## src/rtl/scramble_handler_n_pkg.sv

```systemverilog
// scramble_handler_n_pkg: state encoding, LFSR taps and permutation helper shared by the scrambler
package scramble_handler_n_pkg;
  typedef enum logic [1:0] {IDLE = 2'd0, SCRAMBLE = 2'd1, PLAY = 2'd2, SOLVED = 2'd3} state_t;
  // Fibonacci taps 16,14,13,11 as bit positions 15,13,12,10
  localparam logic [15:0] LFSR_TAPS = 16'hB400;
  localparam int MAX_BUS = 128;
  function automatic logic is_identity(input logic [MAX_BUS-1:0] bus, input int n, input int w);
    logic ok;
    ok = 1'b1;
    for (int i = 0; i < n; i++)
      if (((bus >> (i * w)) & ((MAX_BUS'(1) << w) - MAX_BUS'(1))) != MAX_BUS'(i)) ok = 1'b0;
    return ok;
  endfunction
endpackage

```

## src/rtl/scramble_handler_n_if.sv

```systemverilog
// scramble_handler_n_if: player command inputs and slot/status outputs of the scrambler
interface scramble_handler_n_if #(parameter int NUM_SLOTS = 6, parameter int IDX_W = 3, parameter int MOVE_W = 8);
  logic                       start;
  logic                       change;
  logic [IDX_W-1:0]           pos_a;
  logic [IDX_W-1:0]           pos_b;
  logic [1:0]                 mode;
  logic [NUM_SLOTS*IDX_W-1:0] slots;
  logic                       is_correct;
  logic                       busy;
  logic [MOVE_W-1:0]          move_count;
  logic                       bad_move;
  modport master (output start, change, pos_a, pos_b, mode, input slots, is_correct, busy, move_count, bad_move);
  modport slave (input start, change, pos_a, pos_b, mode, output slots, is_correct, busy, move_count, bad_move);
endinterface

```

## src/rtl/scramble_lfsr.sv

```systemverilog
// scramble_lfsr: free-running 16-bit Fibonacci LFSR, reloaded with SEED on active-low reset
module scramble_lfsr
  import scramble_handler_n_pkg::*;
#(parameter logic [15:0] SEED = 16'hACE1) (
  input  logic        clk,
  input  logic        rst,
  output logic [15:0] lfsr
);
  always_ff @(posedge clk)
    if (!rst) lfsr <= SEED;
    else lfsr <= {lfsr[14:0], ^(lfsr & LFSR_TAPS)};
endmodule

```

## src/rtl/scramble_handler_n.sv

```systemverilog
// scramble_handler_n: permutation puzzle core - LFSR scramble, player swaps, solve detection
module scramble_handler_n
  import scramble_handler_n_pkg::*;
#(
  parameter int          NUM_SLOTS  = 6,
  parameter int          IDX_W      = 3,
  parameter int          BASE_SWAPS = 4,
  parameter int          MOVE_W     = 8,
  parameter logic [15:0] SEED       = 16'hACE1
) (
  input logic clk,
  input logic rst,
  scramble_handler_n_if.slave bus
);
  localparam int SW = NUM_SLOTS * IDX_W;
  state_t            st, st_n;
  logic [SW-1:0]     sv, sn;
  logic [15:0]       lfsr, cnt, cnt_n;
  logic [IDX_W-1:0]  k, k_n, j;
  logic [MOVE_W-1:0] mc, mc_n;
  logic              start_q, change_q, bad, bad_n;
  logic              start_ev, change_ev, valid, unused;
  scramble_lfsr #(.SEED(SEED)) u_lfsr (.clk(clk), .rst(rst), .lfsr(lfsr));
  assign start_ev  = bus.start & ~start_q;
  assign change_ev = bus.change & ~change_q;
  assign j         = lfsr[IDX_W-1:0];
  assign unused    = ^lfsr;
  assign valid     = int'(bus.pos_a) < NUM_SLOTS && int'(bus.pos_b) < NUM_SLOTS && bus.pos_a != bus.pos_b;
  always_comb begin
    st_n = st;
    sn = sv;
    cnt_n = cnt;
    k_n = k;
    mc_n = mc;
    bad_n = 1'b0;
    if (start_ev && st != SCRAMBLE) begin
      st_n = SCRAMBLE;
      cnt_n = 16'((BASE_SWAPS << bus.mode) - 1);
      k_n = '0;
      mc_n = '0;
    end else if (st == SCRAMBLE) begin
      if (int'(j) < NUM_SLOTS && j != k) begin
        sn[int'(k)*IDX_W +: IDX_W] = sv[int'(j)*IDX_W +: IDX_W];
        sn[int'(j)*IDX_W +: IDX_W] = sv[int'(k)*IDX_W +: IDX_W];
      end
      k_n = (int'(k) == NUM_SLOTS - 1) ? '0 : k + 1'b1;
      cnt_n = cnt - 1'b1;
      if (cnt == '0) begin
        st_n = PLAY;
        // a scramble that lands on identity is nudged so play never starts solved
        if (is_identity(MAX_BUS'(sn), NUM_SLOTS, IDX_W)) sn[2*IDX_W-1:0] = {IDX_W'(0), IDX_W'(1)};
      end
    end else if (st == PLAY && change_ev) begin
      if (valid) begin
        sn[int'(bus.pos_a)*IDX_W +: IDX_W] = sv[int'(bus.pos_b)*IDX_W +: IDX_W];
        sn[int'(bus.pos_b)*IDX_W +: IDX_W] = sv[int'(bus.pos_a)*IDX_W +: IDX_W];
        mc_n = &mc ? mc : mc + 1'b1;
        st_n = is_identity(MAX_BUS'(sn), NUM_SLOTS, IDX_W) ? SOLVED : PLAY;
      end else bad_n = 1'b1;
    end
  end
  always_ff @(posedge clk)
    if (!rst) begin
      st <= IDLE;
      cnt <= '0;
      k <= '0;
      mc <= '0;
      bad <= 1'b0;
      start_q <= 1'b0;
      change_q <= 1'b0;
      for (int i = 0; i < NUM_SLOTS; i++) sv[i*IDX_W +: IDX_W] <= IDX_W'(i);
    end else begin
      st <= st_n;
      sv <= sn;
      cnt <= cnt_n;
      k <= k_n;
      mc <= mc_n;
      bad <= bad_n;
      start_q <= bus.start;
      change_q <= bus.change;
    end
  assign bus.slots      = sv;
  assign bus.is_correct = st == SOLVED;
  assign bus.busy       = st == SCRAMBLE;
  assign bus.move_count = mc;
  assign bus.bad_move   = bad;
endmodule

```

## src/flat_wrapper.sv

```systemverilog
// flat-port wrapper written by rule: the top's interface ports become plain ports
module scramble_handler_n_flat import scramble_handler_n_pkg::*;
#(
  parameter int          NUM_SLOTS  = 6,
  parameter int          IDX_W      = 3,
  parameter int          BASE_SWAPS = 4,
  parameter int          MOVE_W     = 8,
  parameter logic [15:0] SEED       = 16'hACE1
)
  (clk, rst, bus_start, bus_change, bus_pos_a, bus_pos_b, bus_mode, bus_slots, bus_is_correct, bus_busy, bus_move_count, bus_bad_move);
  scramble_handler_n_if #(.NUM_SLOTS(NUM_SLOTS), .IDX_W(IDX_W), .MOVE_W(MOVE_W)) bus_i ();
  input logic clk;
  input logic rst;
  input wire logic [$bits(bus_i.start)-1:0] bus_start;
  input wire logic [$bits(bus_i.change)-1:0] bus_change;
  input wire logic [$bits(bus_i.pos_a)-1:0] bus_pos_a;
  input wire logic [$bits(bus_i.pos_b)-1:0] bus_pos_b;
  input wire logic [$bits(bus_i.mode)-1:0] bus_mode;
  output wire logic [$bits(bus_i.slots)-1:0] bus_slots;
  output wire logic [$bits(bus_i.is_correct)-1:0] bus_is_correct;
  output wire logic [$bits(bus_i.busy)-1:0] bus_busy;
  output wire logic [$bits(bus_i.move_count)-1:0] bus_move_count;
  output wire logic [$bits(bus_i.bad_move)-1:0] bus_bad_move;
  assign bus_i.start = bus_start;
  assign bus_i.change = bus_change;
  assign bus_i.pos_a = bus_pos_a;
  assign bus_i.pos_b = bus_pos_b;
  assign bus_i.mode = bus_mode;
  assign bus_slots = bus_i.slots;
  assign bus_is_correct = bus_i.is_correct;
  assign bus_busy = bus_i.busy;
  assign bus_move_count = bus_i.move_count;
  assign bus_bad_move = bus_i.bad_move;
  scramble_handler_n #(.NUM_SLOTS(NUM_SLOTS), .IDX_W(IDX_W), .BASE_SWAPS(BASE_SWAPS), .MOVE_W(MOVE_W), .SEED(SEED)) u_core (.clk(clk), .rst(rst), .bus(bus_i));
endmodule
```

## config.mk

```make
export PLATFORM = sky130hd
export DESIGN_NAME = scramble_handler_n_flat
export DESIGN_NICKNAME = d
export VERILOG_FILES = /design/src/rtl/scramble_handler_n_pkg.sv /design/src/rtl/scramble_handler_n_if.sv /design/src/rtl/scramble_lfsr.sv /design/src/rtl/scramble_handler_n.sv /design/src/flat_wrapper.sv
export SDC_FILE = /design/constraint.sdc
export NUM_CORES = 1
export LEC_CHECK = 0
export ABC_AREA = 1
export ABC_CLOCK_PERIOD_IN_PS = 3200
export BUFFER_PORTS_ARGS = -buffer_cell sky130_fd_sc_hd__buf_4
export CELL_PAD_IN_SITES_DETAIL_PLACEMENT = 1
export CELL_PAD_IN_SITES_GLOBAL_PLACEMENT = 2
export CORE_MARGIN = 1
export CORE_UTILIZATION = 33
export DETAILED_ROUTE_END_ITERATION = 8
export GPL_ROUTABILITY_DRIVEN = 0
export PLACE_DENSITY = 0.88
export SLEW_MARGIN = 20
export SYNTH_ARGS = -nofsm -noshare
export SYNTH_HDL_FRONTEND = slang
export SYNTH_SLANG_ARGS = --single-unit
```

## constraint.sdc

```tcl
create_clock -name clk -period 3.2 [get_ports clk]
set_input_delay 0.48 -clock clk [delete_from_list [all_inputs] [get_ports clk]]
set_output_delay 0.48 -clock clk [all_outputs]
set_load 0.005 [all_outputs]
```

==> reports/results.tsv <==
stage	metric	value	unit
synth	synth_top_area_share	25.1	%
finish	nets	942	
finish	final_layout_size_suffix_gt1_share	11.8	%
clock_tree	clk_pin_slew_worst_paths	0.06	ns
power	power.density	594	nW/um^2
synth	yosys.area.top_type	dfxtp_1	
synth	yosysUniqueCellTypes	49	
synth	avgSynthCellArea	6.00	sq um
clock_tree	cts_max_level	3	
setup_path	crit_arrival	2.79	ns
sta	fin_crit	2.57	ns
detailed_routing	first_pass_iters	5	
setup_path	crit_path_end_kind	flop	
finish	layout_commonest_cell	nand2_1	
power	clockPowerShare	25.1	%
sta	slew-limit-headroom	61.7	%
synth	synth_edf_count	0	
detailed_routing	ant_nets	0	
sta	rsz0062_at_grt	no	
sta	tightestPinTransition	0.575	ns
synth	syn_area	5260	sq um
synth	synth_area_leaders	dfxtp_1 (25%), nand2_1 (16%), inv_1 (8.0%)	
power	leakagePower	2.83	nW
global_route	grt.total_usage	25.8	%
sta	setup_tns	0	ns
min_path	hold_depth	3	
global_route	grt_pass1_wl	32.5	mm
power	p_total	0.00358	W
setup_path	reg2reg_to	u_core.bus.slots[3]	
floorplan	design.core.area	15400	sq um
setup_path	timing_worst_setup_path_type	reg -> reg	
detailed_routing	drt-vias-per-instance	5.37	
detailed_routing	drc	0	
finish	antenna_cells	0	
setup_path	reg2reg_depth	18	
synth	synthCells	876	
synth	syn-num-nets	906	
placed_design	hpwlAfterDp	15.4	mm
sta	hold_viol	0	
floorplan	pin_count	41	
clock_tree	cts_setup_buffers	0	
floorplan	die_area	16400	sq um
synth	yosys_warnings	0	
global_route	grt_overflow	0	
min_path	min_to	u_core.start_q	
sta	fmaxAchievable	390	MHz
global_route	grt_pass1_vias	6026	
sta	post-route-period-util	80.2	%
global_route	antenna_found_initial	0	
floorplan	die_x	128	um
power	p_int	0.00199	W
clock_tree	clk_path_buf_depth	2	
power	power.switching	0.00160	W
clock_tree	clock-sinks	66	
clock_tree	cts_buffers	9	
clock_tree	cts-root-buf	clkbuf_16	
sta	skew	0.00393	ns
synth	ys_ff_latch	66	
floorplan	rows	45	
placed_design	numPortBuffers	40	
detailed_routing	wl_per_cell	17.9	um
power	peakVddDrop	0.343	mV
clock_tree	cts_tree	done	
synth	synthFlopType	dfxtp_1	
sta	finalSetupViolCount	0	
synth	synth-async-reset-ratio	0	%
clock_tree	post_cts_resize_count	0	
finish	areaGrowthSynthToFinish	14.7	%
min_path	hold_path.class	in -> reg	
sta	drv_slew	0	
placed_design	placed_area	5770	sq um
detailed_routing	num_vias	6057	
floorplan	start_util	34.2	%
setup_path	r2r_slack	0.63	ns
outcome	status	finished, final reports clean	
power	power_frac_seq	29.9	%
min_path	hp-start	bus_start	
finish	final_core_util	39.3	%
floorplan	die_y	128	um
global_route	grt_max_degree	30	
synth	seq_area_frac_synth	25.1	%
detailed_routing	drtIter0Drc	367	
clock_tree	clock_latency	0.33	ns
setup_path	reg2reg_from	u_core.u_lfsr.lfsr[1]	
clock_tree	cts.hold.buffers_added	0	
finish	fin_area	6030	sq um
detailed_routing	routed_wl	20.2	mm
finish	layout_common_cells	nand2_1 (230), inv_1 (112), nor2_1 (94)	
setup_path	startpoint_type	flop	
power	p_sw_share	44.6	%
sta	worst_hold_slack	0.343	ns
setup_path	cp_max_fo	7	
setup_path	worstPathRequired	3.43	ns
power	p_comb_share	45.0	%
job	drv_cap	0	
worst max-delay path, cell delays in order (launching register included):
cell,delay [ns]
dfxtp_1,0.47
inv_2,0.10
ha_1,0.38
inv_1,0.17
nand3_1,0.11
nor2_2,0.24
a21oi_1,0.06
o21ai_0,0.09
nand3_1,0.12
nand2_1,0.08
nand2_1,0.04
nor2_1,0.10
nand2_1,0.07
nor2_1,0.09
nand3_1,0.09
nand2_1,0.08
nand2_1,0.05
nand2_1,0.08
nand2_1,0.05
how the worst max path moves through the flow:
stage | start | to | slack, ns | cells after the start
after global routing | u_core.u_lfsr.lfsr[1] | u_core.bus.slots[3] | 0.29 | 19
final | u_core.u_lfsr.lfsr[1] | u_core.bus.slots[3] | 0.63 | 18
after global placement | bus_pos_a[0] | u_core.st[0] | 0.57 | 15
after detailed placement | bus_pos_a[0] | u_core.st[0] | 0.57 | 15
after floorplan | u_core.u_lfsr.lfsr[0] | u_core.bus.slots[3] | 0.95 | 19
after CTS | u_core.u_lfsr.lfsr[1] | u_core.bus.slots[3] | 0.65 | 18
power by group through the flow:
stage,sequential (W),clock (W),combinational [W]
after floorplan,0.00103,0,0.00106
after global placement,0.00109,0,0.00157
after detailed placement,0.00109,0,0.00158
after CTS,0.00107,0.000915,0.00160
after global routing,0.00109,0.000951,0.00179
final,0.00107,0.000898,0.00161
kinds of logic after synthesis:
family	share of synthesized area [%]
xor+xnor	0.833
simple gates	38.1
flops	25.1
buf+inv	11.4
compound gates	20.3
fa+ha+maj	4.28
per-stage QoR:
stage / worst slack (ns) / instances
floorplan: 0.950 / 876
global placement: 0.567 / 1112
detailed placement: 0.565 / 1112
CTS: 0.652 / 1128
global route: 0.293 / 1128
finish: 0.633 / 1128
final cells by class:
type | count | area, sq um
Multi-Input combinational cell | 662 | 3340
Timing Repair Buffer | 51 | 383
Sequential cell | 66 | 1320
Clock buffer | 14 | 254
Inverter | 122 | 460
Clock inverter | 2 | 12.5
Tap cell | 211 | 264
Fill cell | 2106 | 9340
registers in the layout, summed over array words and instances (netlist names):
name,cells
u_core.cnt,16
u_core.bus.slots,18
u_core.u_lfsr.lfsr,16
u_core.k,3
u_core.change_q,1
u_core.bus.move_count,8
u_core.st,2
u_core.start_q,1
u_core.bus.bad_move,1
cells in the mapped netlist, types with 4 or more instances:
cell type	n
or2_2	11
a31oi_1	9
o21ai_0	60
nand4_1	11
nor2_1	94
nand2_1	230
o211ai_1	20
inv_1	112
o21a_1	4
buf_2	10
inv_2	7
ha_1	18
o22ai_1	4
dfxtp_1	66
o221ai_1	5
clkbuf_1	10
nand3_1	72
nor3_1	17
a21oi_1	53
nor2_2	8
routing by layer:
metal | GRT usage, % | part of all wire (%) | up-vias
li1 | - | - | 2967
met1 | 34.5 | 48 | 2915
met2 | 42.0 | 45 | 140
met3 | 3.34 | 4.4 | 35
met4 | 9.62 | 2.5 | 0
met5 | 0 | 0 | -
Power figures use the tool's default switching activity.
